--- config.mk ---
export PLATFORM = sky130hd
export DESIGN_NAME = reg_wb_arbiter
export DESIGN_NICKNAME = d
export VERILOG_FILES = /design/src/rtl/reg_wb_arbiter.sv
export SDC_FILE = /design/constraint.sdc
export NUM_CORES = 1
export LEC_CHECK = 0
export ABC_AREA = 1
export BUFFER_PORTS_ARGS = -buffer_cell sky130_fd_sc_hd__buf_2
export CORE_ASPECT_RATIO = 1.4
export CORE_UTILIZATION = 53
export DETAILED_ROUTE_END_ITERATION = 6
export GPL_TIMING_DRIVEN = 1
export HOLD_SLACK_MARGIN = 0.08
export PLACE_DENSITY = 0.76
export SYNTH_ARGS = -nofsm -noshare
export SYNTH_HDL_FRONTEND = slang
export SYNTH_SLANG_ARGS = --single-unit
export TNS_END_PERCENT = 5
--- constraint.sdc ---
create_clock -name CLK -period 1.35 [get_ports CLK]
set_input_delay 0.27 -clock CLK [delete_from_list [all_inputs] [get_ports CLK]]
set_output_delay 0.27 -clock CLK [all_outputs]
set_load 0.01 [all_outputs]
--- src/rtl/reg_wb_arbiter.sv ---
// Write-back arbiter: two age-ordered holding slots share one register-file write port.
// Define REGWB_FWD_EN to add the combinational forwarding lookup (FWD_ADDR/FWD_HIT/FWD_DATA).
module reg_wb_arbiter #(
    parameter int DATA_W      = 8,
    parameter int ADDR_W      = 3,
    parameter int INIT_CYCLES = 1
) (
    input  logic                 CLK,
    input  logic                 RESET,
    input  logic                 CLEAR,
    input  logic                 ALU_VALID,
    input  logic [ADDR_W-1:0]    ALU_ADDR,
    input  logic [DATA_W-1:0]    ALU_DATA,
    output logic                 ALU_READY,
    input  logic                 MEM_VALID,
    input  logic [ADDR_W-1:0]    MEM_ADDR,
    input  logic [DATA_W-1:0]    MEM_DATA,
    output logic                 MEM_READY,
    output logic                 WRITE,
    output logic [ADDR_W-1:0]    INADDRESS,
    output logic [DATA_W-1:0]    IN,
    output logic                 RF_RESET,
`ifdef REGWB_FWD_EN
    input  logic [ADDR_W-1:0]    FWD_ADDR,
    output logic                 FWD_HIT,
    output logic [DATA_W-1:0]    FWD_DATA,
`endif
    output logic [2**ADDR_W-1:0] BUSY
);

    localparam int CNT_W = (INIT_CYCLES > 1) ? $clog2(INIT_CYCLES) : 1;

    typedef enum logic {S_INIT, S_RUN} state_t;

    state_t             state_q, state_n;
    logic [CNT_W-1:0]   cnt_q, cnt_n;
    logic               alu_v_q, alu_v_n, mem_v_q, mem_v_n;
    logic [ADDR_W-1:0]  alu_a_q, alu_a_n, mem_a_q, mem_a_n;
    logic [DATA_W-1:0]  alu_d_q, alu_d_n, mem_d_q, mem_d_n;
    logic               alu_old_q, alu_old_n;
    logic               write_n, rf_n;
    logic [ADDR_W-1:0]  inaddr_n;
    logic [DATA_W-1:0]  in_n;
    logic               alu_acc, mem_acc, g_alu, g_mem;
    logic               alu_keep, mem_keep;

    assign ALU_READY = (state_q == S_RUN) & ~alu_v_q;
    assign MEM_READY = (state_q == S_RUN) & ~mem_v_q;

    always_ff @(posedge CLK or negedge RESET) begin
        if (!RESET) begin
            state_q   <= S_INIT;
            cnt_q     <= '0;
            alu_v_q   <= 1'b0;
            alu_a_q   <= '0;
            alu_d_q   <= '0;
            mem_v_q   <= 1'b0;
            mem_a_q   <= '0;
            mem_d_q   <= '0;
            alu_old_q <= 1'b1;
            WRITE     <= 1'b0;
            INADDRESS <= '0;
            IN        <= '0;
            RF_RESET  <= 1'b1;
        end else begin
            state_q   <= state_n;
            cnt_q     <= cnt_n;
            alu_v_q   <= alu_v_n;
            alu_a_q   <= alu_a_n;
            alu_d_q   <= alu_d_n;
            mem_v_q   <= mem_v_n;
            mem_a_q   <= mem_a_n;
            mem_d_q   <= mem_d_n;
            alu_old_q <= alu_old_n;
            WRITE     <= write_n;
            INADDRESS <= inaddr_n;
            IN        <= in_n;
            RF_RESET  <= rf_n;
        end
    end

    always_comb begin
        state_n   = state_q;
        cnt_n     = cnt_q;
        alu_v_n   = alu_v_q;
        alu_a_n   = alu_a_q;
        alu_d_n   = alu_d_q;
        mem_v_n   = mem_v_q;
        mem_a_n   = mem_a_q;
        mem_d_n   = mem_d_q;
        alu_old_n = alu_old_q;
        write_n   = WRITE;
        inaddr_n  = INADDRESS;
        in_n      = IN;
        rf_n      = RF_RESET;
        alu_acc   = ALU_VALID & ALU_READY;
        mem_acc   = MEM_VALID & MEM_READY;
        g_alu     = 1'b0;
        g_mem     = 1'b0;
        alu_keep  = 1'b0;
        mem_keep  = 1'b0;
        unique case (state_q)
            S_INIT: begin
                write_n = 1'b0;
                rf_n    = 1'b1;
                if (cnt_q == CNT_W'(INIT_CYCLES - 1)) begin
                    state_n = S_RUN;
                    rf_n    = 1'b0;
                    cnt_n   = '0;
                end else begin
                    cnt_n = cnt_q + 1'b1;
                end
            end
            S_RUN: begin
                rf_n = 1'b0;
                if (CLEAR) begin
                    alu_v_n   = 1'b0;
                    mem_v_n   = 1'b0;
                    write_n   = 1'b0;
                    alu_old_n = 1'b1;
                end else begin
                    g_alu   = alu_v_q & (~mem_v_q | alu_old_q);
                    g_mem   = mem_v_q & ~g_alu;
                    write_n = g_alu | g_mem;
                    if (g_alu) begin
                        inaddr_n = alu_a_q;
                        in_n     = alu_d_q;
                    end else if (g_mem) begin
                        inaddr_n = mem_a_q;
                        in_n     = mem_d_q;
                    end
                    alu_keep = alu_v_q & ~g_alu;
                    mem_keep = mem_v_q & ~g_mem;
                    alu_v_n  = alu_keep | alu_acc;
                    mem_v_n  = mem_keep | mem_acc;
                    if (alu_acc) begin
                        alu_a_n = ALU_ADDR;
                        alu_d_n = ALU_DATA;
                    end
                    if (mem_acc) begin
                        mem_a_n = MEM_ADDR;
                        mem_d_n = MEM_DATA;
                    end
                    // A surviving slot is always older than a fresh accept
                    if (alu_keep && !mem_keep)
                        alu_old_n = 1'b1;
                    else if (mem_keep && !alu_keep)
                        alu_old_n = 1'b0;
                    else if (!alu_keep && !mem_keep)
                        alu_old_n = 1'b1;
                end
            end
            default: state_n = S_INIT;
        endcase
    end

    always_comb begin
        BUSY = '0;
        if (alu_v_q)
            BUSY[alu_a_q] = 1'b1;
        if (mem_v_q)
            BUSY[mem_a_q] = 1'b1;
        if (WRITE)
            BUSY[INADDRESS] = 1'b1;
    end

`ifdef REGWB_FWD_EN
    logic              y_v, o_v;
    logic [ADDR_W-1:0] y_a, o_a;
    logic [DATA_W-1:0] y_d, o_d;

    always_comb begin
        y_v      = alu_old_q ? mem_v_q : alu_v_q;
        y_a      = alu_old_q ? mem_a_q : alu_a_q;
        y_d      = alu_old_q ? mem_d_q : alu_d_q;
        o_v      = alu_old_q ? alu_v_q : mem_v_q;
        o_a      = alu_old_q ? alu_a_q : mem_a_q;
        o_d      = alu_old_q ? alu_d_q : mem_d_q;
        FWD_HIT  = 1'b0;
        FWD_DATA = '0;
        if (y_v && y_a == FWD_ADDR) begin
            FWD_HIT  = 1'b1;
            FWD_DATA = y_d;
        end else if (o_v && o_a == FWD_ADDR) begin
            FWD_HIT  = 1'b1;
            FWD_DATA = o_d;
        end else if (WRITE && INADDRESS == FWD_ADDR) begin
            FWD_HIT  = 1'b1;
            FWD_DATA = IN;
        end
    end
`endif

endmodule
==> reports/results.tsv, run 1 <==
stage	metric	value	unit
yosys	Mapped Cells	263	
placement	Placer Congestion	0.823	
power	share of total power in sequential cells	48.3	%
yosys	Syn Area/Cell	7.61	um2
grt	largest net degree at the start of global routing	23	
placement	IO Port Bufs	49	
yosys	Synth area leader	dfrtp_1	
route	DRT iter0 DRCs	58	
run_status	failing checks	DRC, setup timing	
setup_path	CP arrival	1240	ps
setup_path	CP Data Required Time	1080	ps
placement	hpwl dp	3410	um
layout	# fillers	330	
yosys	Mapped Nets	290	
die	# rows	26	
power	sw frac	35.1	%
cts	TritonCTS clock tree	done	
yosys	area share of the largest cell type after synthesis	46.3	%
cts	clock edge transition at the registers on the reported setup and hold paths	80	ps
timing	Final WS setup	-160	ps
power	power share of the clock group	22.3	%
yosys	Synth top cells by count	84 x nand2_1, 44 x inv_1, 39 x nand3_1	
setup_path	critical path capture point type	primary output	
yosys	YS warnings	0	
grt	initial antenna violation count	0	
power	P_sw	1.22	mW
layout	share of post-route cells with drive strength above 1	31.6	%
placement	Placed Cells	352	
cts	Sink Count	39	
die	core region area	3640	um2
layout	final non-filler cell area	2510	um2
yosys	EDFF count, synth	0	
power	cell leakage power	1.41	nW
grt	vias in the first global route	1683	
timing	final count of hold timing violations	0	
route	Residual DRC	1	
yosys	dominant synthesized flop cell	dfrtp_1	
route	final wirelength	4680	um
setup_path	Setup CP Type	register to primary output	
cts	total CTS buffers	5	
yosys	most common cell in the netlist	nand2_1	
power	Comb power frac	29.4	%
route	per-cell routed wire length	12.7	um
setup_path	worst-path fanout max	8	
route	DR vias	1884	
route	vias per cell	5.12	
power	internal power	2.25	mW
cts	clk_lat worst skew	300	ps
die	num ports	50	
yosys	register area share after synthesis	48.9	%
layout	Area Overhead vs Synth	25.6	%
route	Pre-antenna DRT Iters	6	
timing	Setup Skew	6.03	ps
timing	Highest Clock Rate	662	MHz
yosys	Post-Syn Area	2000	um2
power	Peak VDD IR	1.06	mV
cts	CTS Buffer Depth	2	
cts	CTS root buffer	clkbuf_8	
yosys	number of synthesized register bits	39	
power	total power divided by cell area	1380	nW/um2
setup_path	startpoint types	register	
timing	# setup viols final	9	
die	die footprint	4030	um2
timing	fin crit share	112	%
yosys	dominant cells by area after synthesis	dfrtp_1 46%, nand2_1 16%, nand3_1 9.8%, inv_1 8.3%, nand4_1 3.1%	
die	Starting Density	54.9	%
grt	Global Route Usage Sum	26.4	%
timing	Slew Limit Fails	0	
die	Chip Width	53.9	um
timing	worst hold margin	197	ps
yosys	Synth cell types	19	
hold_path	Worst Hold Class	input pin to register	
route	DRT antenna net count	0	
layout	Layout Cells excl Fill	368	
placement	placed instance area	2300	um2
die	Die Ht	74.7	um
grt	total gr overflow	0	
layout	Nets	352	
run_status	status	finished with violations	
layout	# diodes	0	
flow_run	max cap viols	0	
yosys	FFs w/ async S/R, synth	100	%
timing	unrepaired setup endpoints after global routing	yes	
timing	Final min period	1510	ps
cts	H-tree levels	2	
grt	first-pass GRT wire length	7480	um
[final cells by class]
cell class              instances  area (um2)  share of cell area [%]
clock buffers                   6        72.6                    2.89
clock inverters                 2        12.5                   0.498
multi-input cells             166         797                    31.7
repair buffers                 67         417                    16.6
well taps                      42        52.6                    2.09
flip-flops and latches         39         987                    39.3
inverters                      46         175                    6.97
[routing by layer]
metal | GRT usage, % | vias up | share of wire (%)
li1 | - | 944 | -
met1 | 32.2 | 872 | 42
met2 | 43.2 | 54 | 51
met3 | 7.47 | 14 | 4.1
met4 | 10.8 | 0 | 2.6
met5 | 0 | - | 0
[placed cells by master (no fill, tap or decap), types with 4 or more instances in the layout]
master | netlist | routed
dfrtp_1 | 37 | 30
nor2_1 | 7 | 4
inv_2 | 2 | 8
nor2_4 | 2 | 4
nand2_1 | 84 | 83
o211ai_1 | 6 | 6
nand3_2 | 1 | 4
clkbuf_8 | 0 | 5
buf_6 | 4 | 5
dfrtp_2 | 0 | 7
inv_1 | 44 | 37
buf_4 | 1 | 12
nand4_1 | 10 | 10
o21ai_1 | 11 | 11
nand3_1 | 39 | 36
buf_2 | 7 | 48
[path summary, 6_finish.rpt]
path | start | end | slack, ps | depth (start not counted)
hold / removal | ALU_DATA[2] | alu_d_q[2] | 200 | 3
min in group asynchronous | RESET | mem_d_q[5] | 440 | 2
max in group asynchronous | RESET | INADDRESS[1] | 440 | 3
hold reg to reg | mem_d_q[7] | mem_d_q[7] | 480 | 2
setup / recovery | mem_v_q | BUSY[3] | -160 | 4
setup reg to reg | mem_v_q | IN[2] | 100 | 6
[kinds of logic (layout without fill, tap and decap cells)]
| kind of cell | count (synthesis) | after routing | synth area share (%) |
|---|---|---|---|
| compound gates | 19 | 19 | 5.50 |
| buf+inv | 58 | 121 | 13.0 |
| flops | 39 | 39 | 48.9 |
| other cells | 2 | 2 | 0.375 |
| simple gates | 145 | 145 | 32.2 |
[worst max-delay path, stage by stage (launching register included)]
cell	delay [ps]
dfrtp_2	420
buf_6	140
nand4_1	110
o211ai_1	110
buf_2	160
[stage by stage]
| stage | setup slack (ps) | utilization, % | setup TNS [ps] | power [mW] |
|---|---|---|---|---|
| floorplan | 189 | - | 0 | 2.17 |
| global placement | 72.3 | 63.1 | 0 | 2.50 |
| detailed placement | 54.9 | 63.1 | 0 | 2.54 |
| CTS | -159 | 68.3 | -1210 | 3.44 |
| global route | -225 | 69.0 | -1840 | 3.71 |
| finish | -160 | 69.0 | -1190 | 3.46 |
[power by group through the flow]
stage / Clock, mW / Combinational, mW / Sequential (mW)
floorplan: 0 / 0.501 / 1.67
global placement: 0 / 0.840 / 1.66
detailed placement: 0 / 0.868 / 1.67
CTS: 0.790 / 0.987 / 1.67
global route: 0.834 / 1.17 / 1.71
finish: 0.774 / 1.02 / 1.67
[repair_timing]
| item | 4_1_cts | 5_1_grt |
|---|---|---|
| setup buffers | 6 | 1 |
| hold buffers | 1 | 0 |
| endpoints found under the setup margin | 10 | 23 |
| pin swaps | 6 | 4 |
| resized for setup | 20 | 9 |
| endpoints found under the hold margin | 15 | 0 |
[state kept, by name, indices dropped and copies added, names as in the netlist]
name / cells
WRITE: 1
mem_v_q: 1
RF_RESET: 1
INADDRESS: 3
state_q: 1
alu_a_q: 3
alu_v_q: 1
IN: 8
mem_d_q: 8
alu_d_q: 8
mem_a_q: 3
alu_old_q: 1
(Power assumes the default switching activity.)
==> run 2, diff against run 1 <==
BUFFER_PORTS_ARGS = -buffer_cell sky130_fd_sc_hd__buf_4   (was -buffer_cell sky130_fd_sc_hd__buf_2)
==> run 2 against run 1 <==
Compared with the run above: the run ends with setup timing left; worst hold slack gained 9.6 ps; die area is the same; clock power grew 47%; non-clock buffer count is the same; first-iteration DRC count shrank 5.2%; maximum frequency shrank 0.13%; routed wire length grew 3.6%; register-to-register slack lost 100 ps; via count grew 1.9%; clock-buffer cell count is the same; setup slack lost 1.9 ps; critical path type unchanged; critical endpoint is now ALU_READY.
==> reports/results.tsv, run 2 (synthesis results as in run 1) <==
stage	metric	value	unit	change
route	DR vias	1920		+1.9%
die	Chip Width	53.9	um	unchanged
placement	IO Port Bufs	49		unchanged
grt	largest net degree at the start of global routing	40		+74%
power	P_sw	1.21	mW	-0.11%
power	total power divided by cell area	1460	nW/um2	+5.9%
die	die footprint	4030	um2	unchanged
timing	unrepaired setup endpoints after global routing	yes		
die	num ports	50		unchanged
setup_path	worst-path fanout max	13		+5
route	DRT antenna net count	0		unchanged
power	Comb power frac	28.1	%	-1.3 points
timing	Slew Limit Fails	0		unchanged
timing	Highest Clock Rate	662	MHz	-0.13%
setup_path	CP arrival	1240	ps	about the same
cts	clock edge transition at the registers on the reported setup and hold paths	80	ps	about the same
timing	# setup viols final	10		+1
timing	Fin Setup TNS	-1370	ps	-174 ps
layout	# diodes	0		unchanged
run_status	status	finished with violations		
layout	final non-filler cell area	2700	um2	+7.3%
setup_path	FF-to-FF path depth	7		+1
timing	final count of hold timing violations	0		unchanged
hold_path	hold path depth	3		unchanged
grt	total gr overflow	0		unchanged
hold_path	Worst Hold Class	input pin to register		
cts	H-tree levels	2		unchanged
grt	met1 Resource Use GR	30.7	%	-1.4 points
route	Pre-antenna DRT Iters	4		-2
layout	Nets	352		unchanged
run_status	failing checks	setup timing		
grt	vias in the first global route	1689		+0.36%
layout	most common cell after layout, fill and taps aside	nand2_1		
power	post-route total power	3.94	mW	+14%
power	power share of the clock group	29.0	%	+6.7 points
grt	met3 usage	5.05	%	-2.4 points
layout	area of the multi-input gates	790	um2	-0.94%
route	final wirelength	4850	um	+3.6%
timing	worst hold margin	206	ps	+9.55 ps
flow_run	max cap viols	0		unchanged
layout	Area Overhead vs Synth	34.8	%	
cts	CTS Buffer Depth	2		unchanged
route	vias per cell	5.22		+1.9%
timing	Setup Skew	5.88	ps	-0.158 ps
cts	TritonCTS clock tree	done		
power	cell leakage power	1.46	nW	+3.9%
layout	top flop regs	IN: 8 flops, alu_d_q: 8 flops, mem_d_q: 8 flops		
timing	fin crit share	112	%	+0.14 points
power	internal power	2.72	mW	+21%
placement	placed instance area	2430	um2	+5.8%
layout	FF/Latch Area	992	um2	+0.51%
power	share of total power in sequential cells	42.9	%	-5.4 points
setup_path	critical path capture point type	primary output		
grt	global-route met2 utilization	45.8	%	+2.6 points
layout	share of post-route cells with drive strength above 1	33.4	%	+1.8 points
cts	clk_lat worst skew	290	ps	about the same
timing	Final min period	1510	ps	+1.91 ps
die	Die Ht	74.7	um	unchanged
grt	global route hottest layer	met2		
layout	most frequent cells in the layout	82 x nand2_1, 60 x buf_4, 37 x nand3_1		
grt	initial antenna violation count	0		unchanged
timing	Final WS setup	-162	ps	-1.91 ps
cts	CTS root buffer	clkbuf_8		
route	Residual DRC	0		-1
power	sw frac	30.9	%	-4.2 points
setup_path	CP Data Required Time	1080	ps	about the same
setup_path	R2R Setup Slk	0	ps	-100 ps
layout	# fillers	304		-7.9%
placement	Placer Congestion	0.833		+1.2%
die	core region area	3640	um2	unchanged
power	Peak VDD IR	1.12	mV	+5.6%
grt	Global Route Usage Sum	26.3	%	-0.16 points
die	Starting Density	54.9	%	unchanged
cts	Sink Count	39		unchanged
die	# rows	26		unchanged
setup_path	Setup CP Type	register to primary output		
layout	final core utilization	74.0	%	+5.0 points
grt	first-pass GRT wire length	7400	um	-1.0%
setup_path	startpoint types	register		
cts	total CTS buffers	5		unchanged
placement	hpwl dp	3210	um	-5.9%
route	DRT iter0 DRCs	55		-5.2%
route	per-cell routed wire length	13.2	um	+3.6%
==> run 2: cell count changes in the layout (fill, tap and decap cells not counted), moves of 2 or more <==
cell	before	now
buf_6	5	3
bufinv_16	0	2
dfrtp_2	7	11
buf_12	1	3
inv_2	8	10
dfrtp_1	30	26
inv_1	37	35
buf_2	48	0
buf_4	12	60
==> run 2: critical path: stages (launching register included) <==
cell and delay [ps]:
dfrtp_2 440, buf_4 150, buf_12 140, nor2_4 110
buf_6 110
==> run 2: metrics by stage <==
stage               setup slack, ps  std cells
floorplan                       189        263
global placement               1.97        350
detailed placement            -9.48        350
CTS                            -153        366
global route                   -215        368
finish                         -162        368
==> run 2: metal layers <==
layer / vias to the layer above / part of all wire [%]
li1: 942 / -
met1: 909 / 39
met2: 61 / 55
met3: 8 / 4.3
met4: 0 / 1.5
met5: - / 0
==> run 2: timing repair <==
| item | in CTS | in global routing |
|---|---|---|
| hold buffers | 1 | 0 |
| buffers inserted | 7 | 2 |
| pin swaps | 2 | 8 |
| resized for setup | 16 | 16 |
| endpoints found under the hold margin | 37 | 0 |
| setup endpoints to repair | 28 | 33 |
==> run 2: final timing paths <==
check | end | from
setup / recovery | ALU_READY | alu_v_q
hold / removal | mem_d_q[2] | MEM_DATA[2]
setup reg to reg | INADDRESS[2] | alu_v_q
hold reg to reg | mem_d_q[5] | mem_d_q[5]
max in group asynchronous | mem_v_q | RESET
min in group asynchronous | alu_a_q[1] | RESET
==> run 2: power by group through the flow <==
stage                     sequential, mW  combinational (mW)  clock, mW
after floorplan                     1.67               0.501          0
after global placement              1.67               0.942          0
after detailed placement            1.68               0.962          0
after CTS                           1.67                1.07       1.16
after global routing                1.72                1.24       1.21
final                               1.69                1.10       1.14
==> run 2: final cells by class <==
cell class,instances,share of cell area [%]
Sequential cell,39,36.8
Multi-Input combinational cell,166,29.3
Timing Repair Buffer,67,20.6
Inverter,46,6.50
Clock buffer,6,2.69
Clock inverter,2,2.23
Tap cell,42,1.95
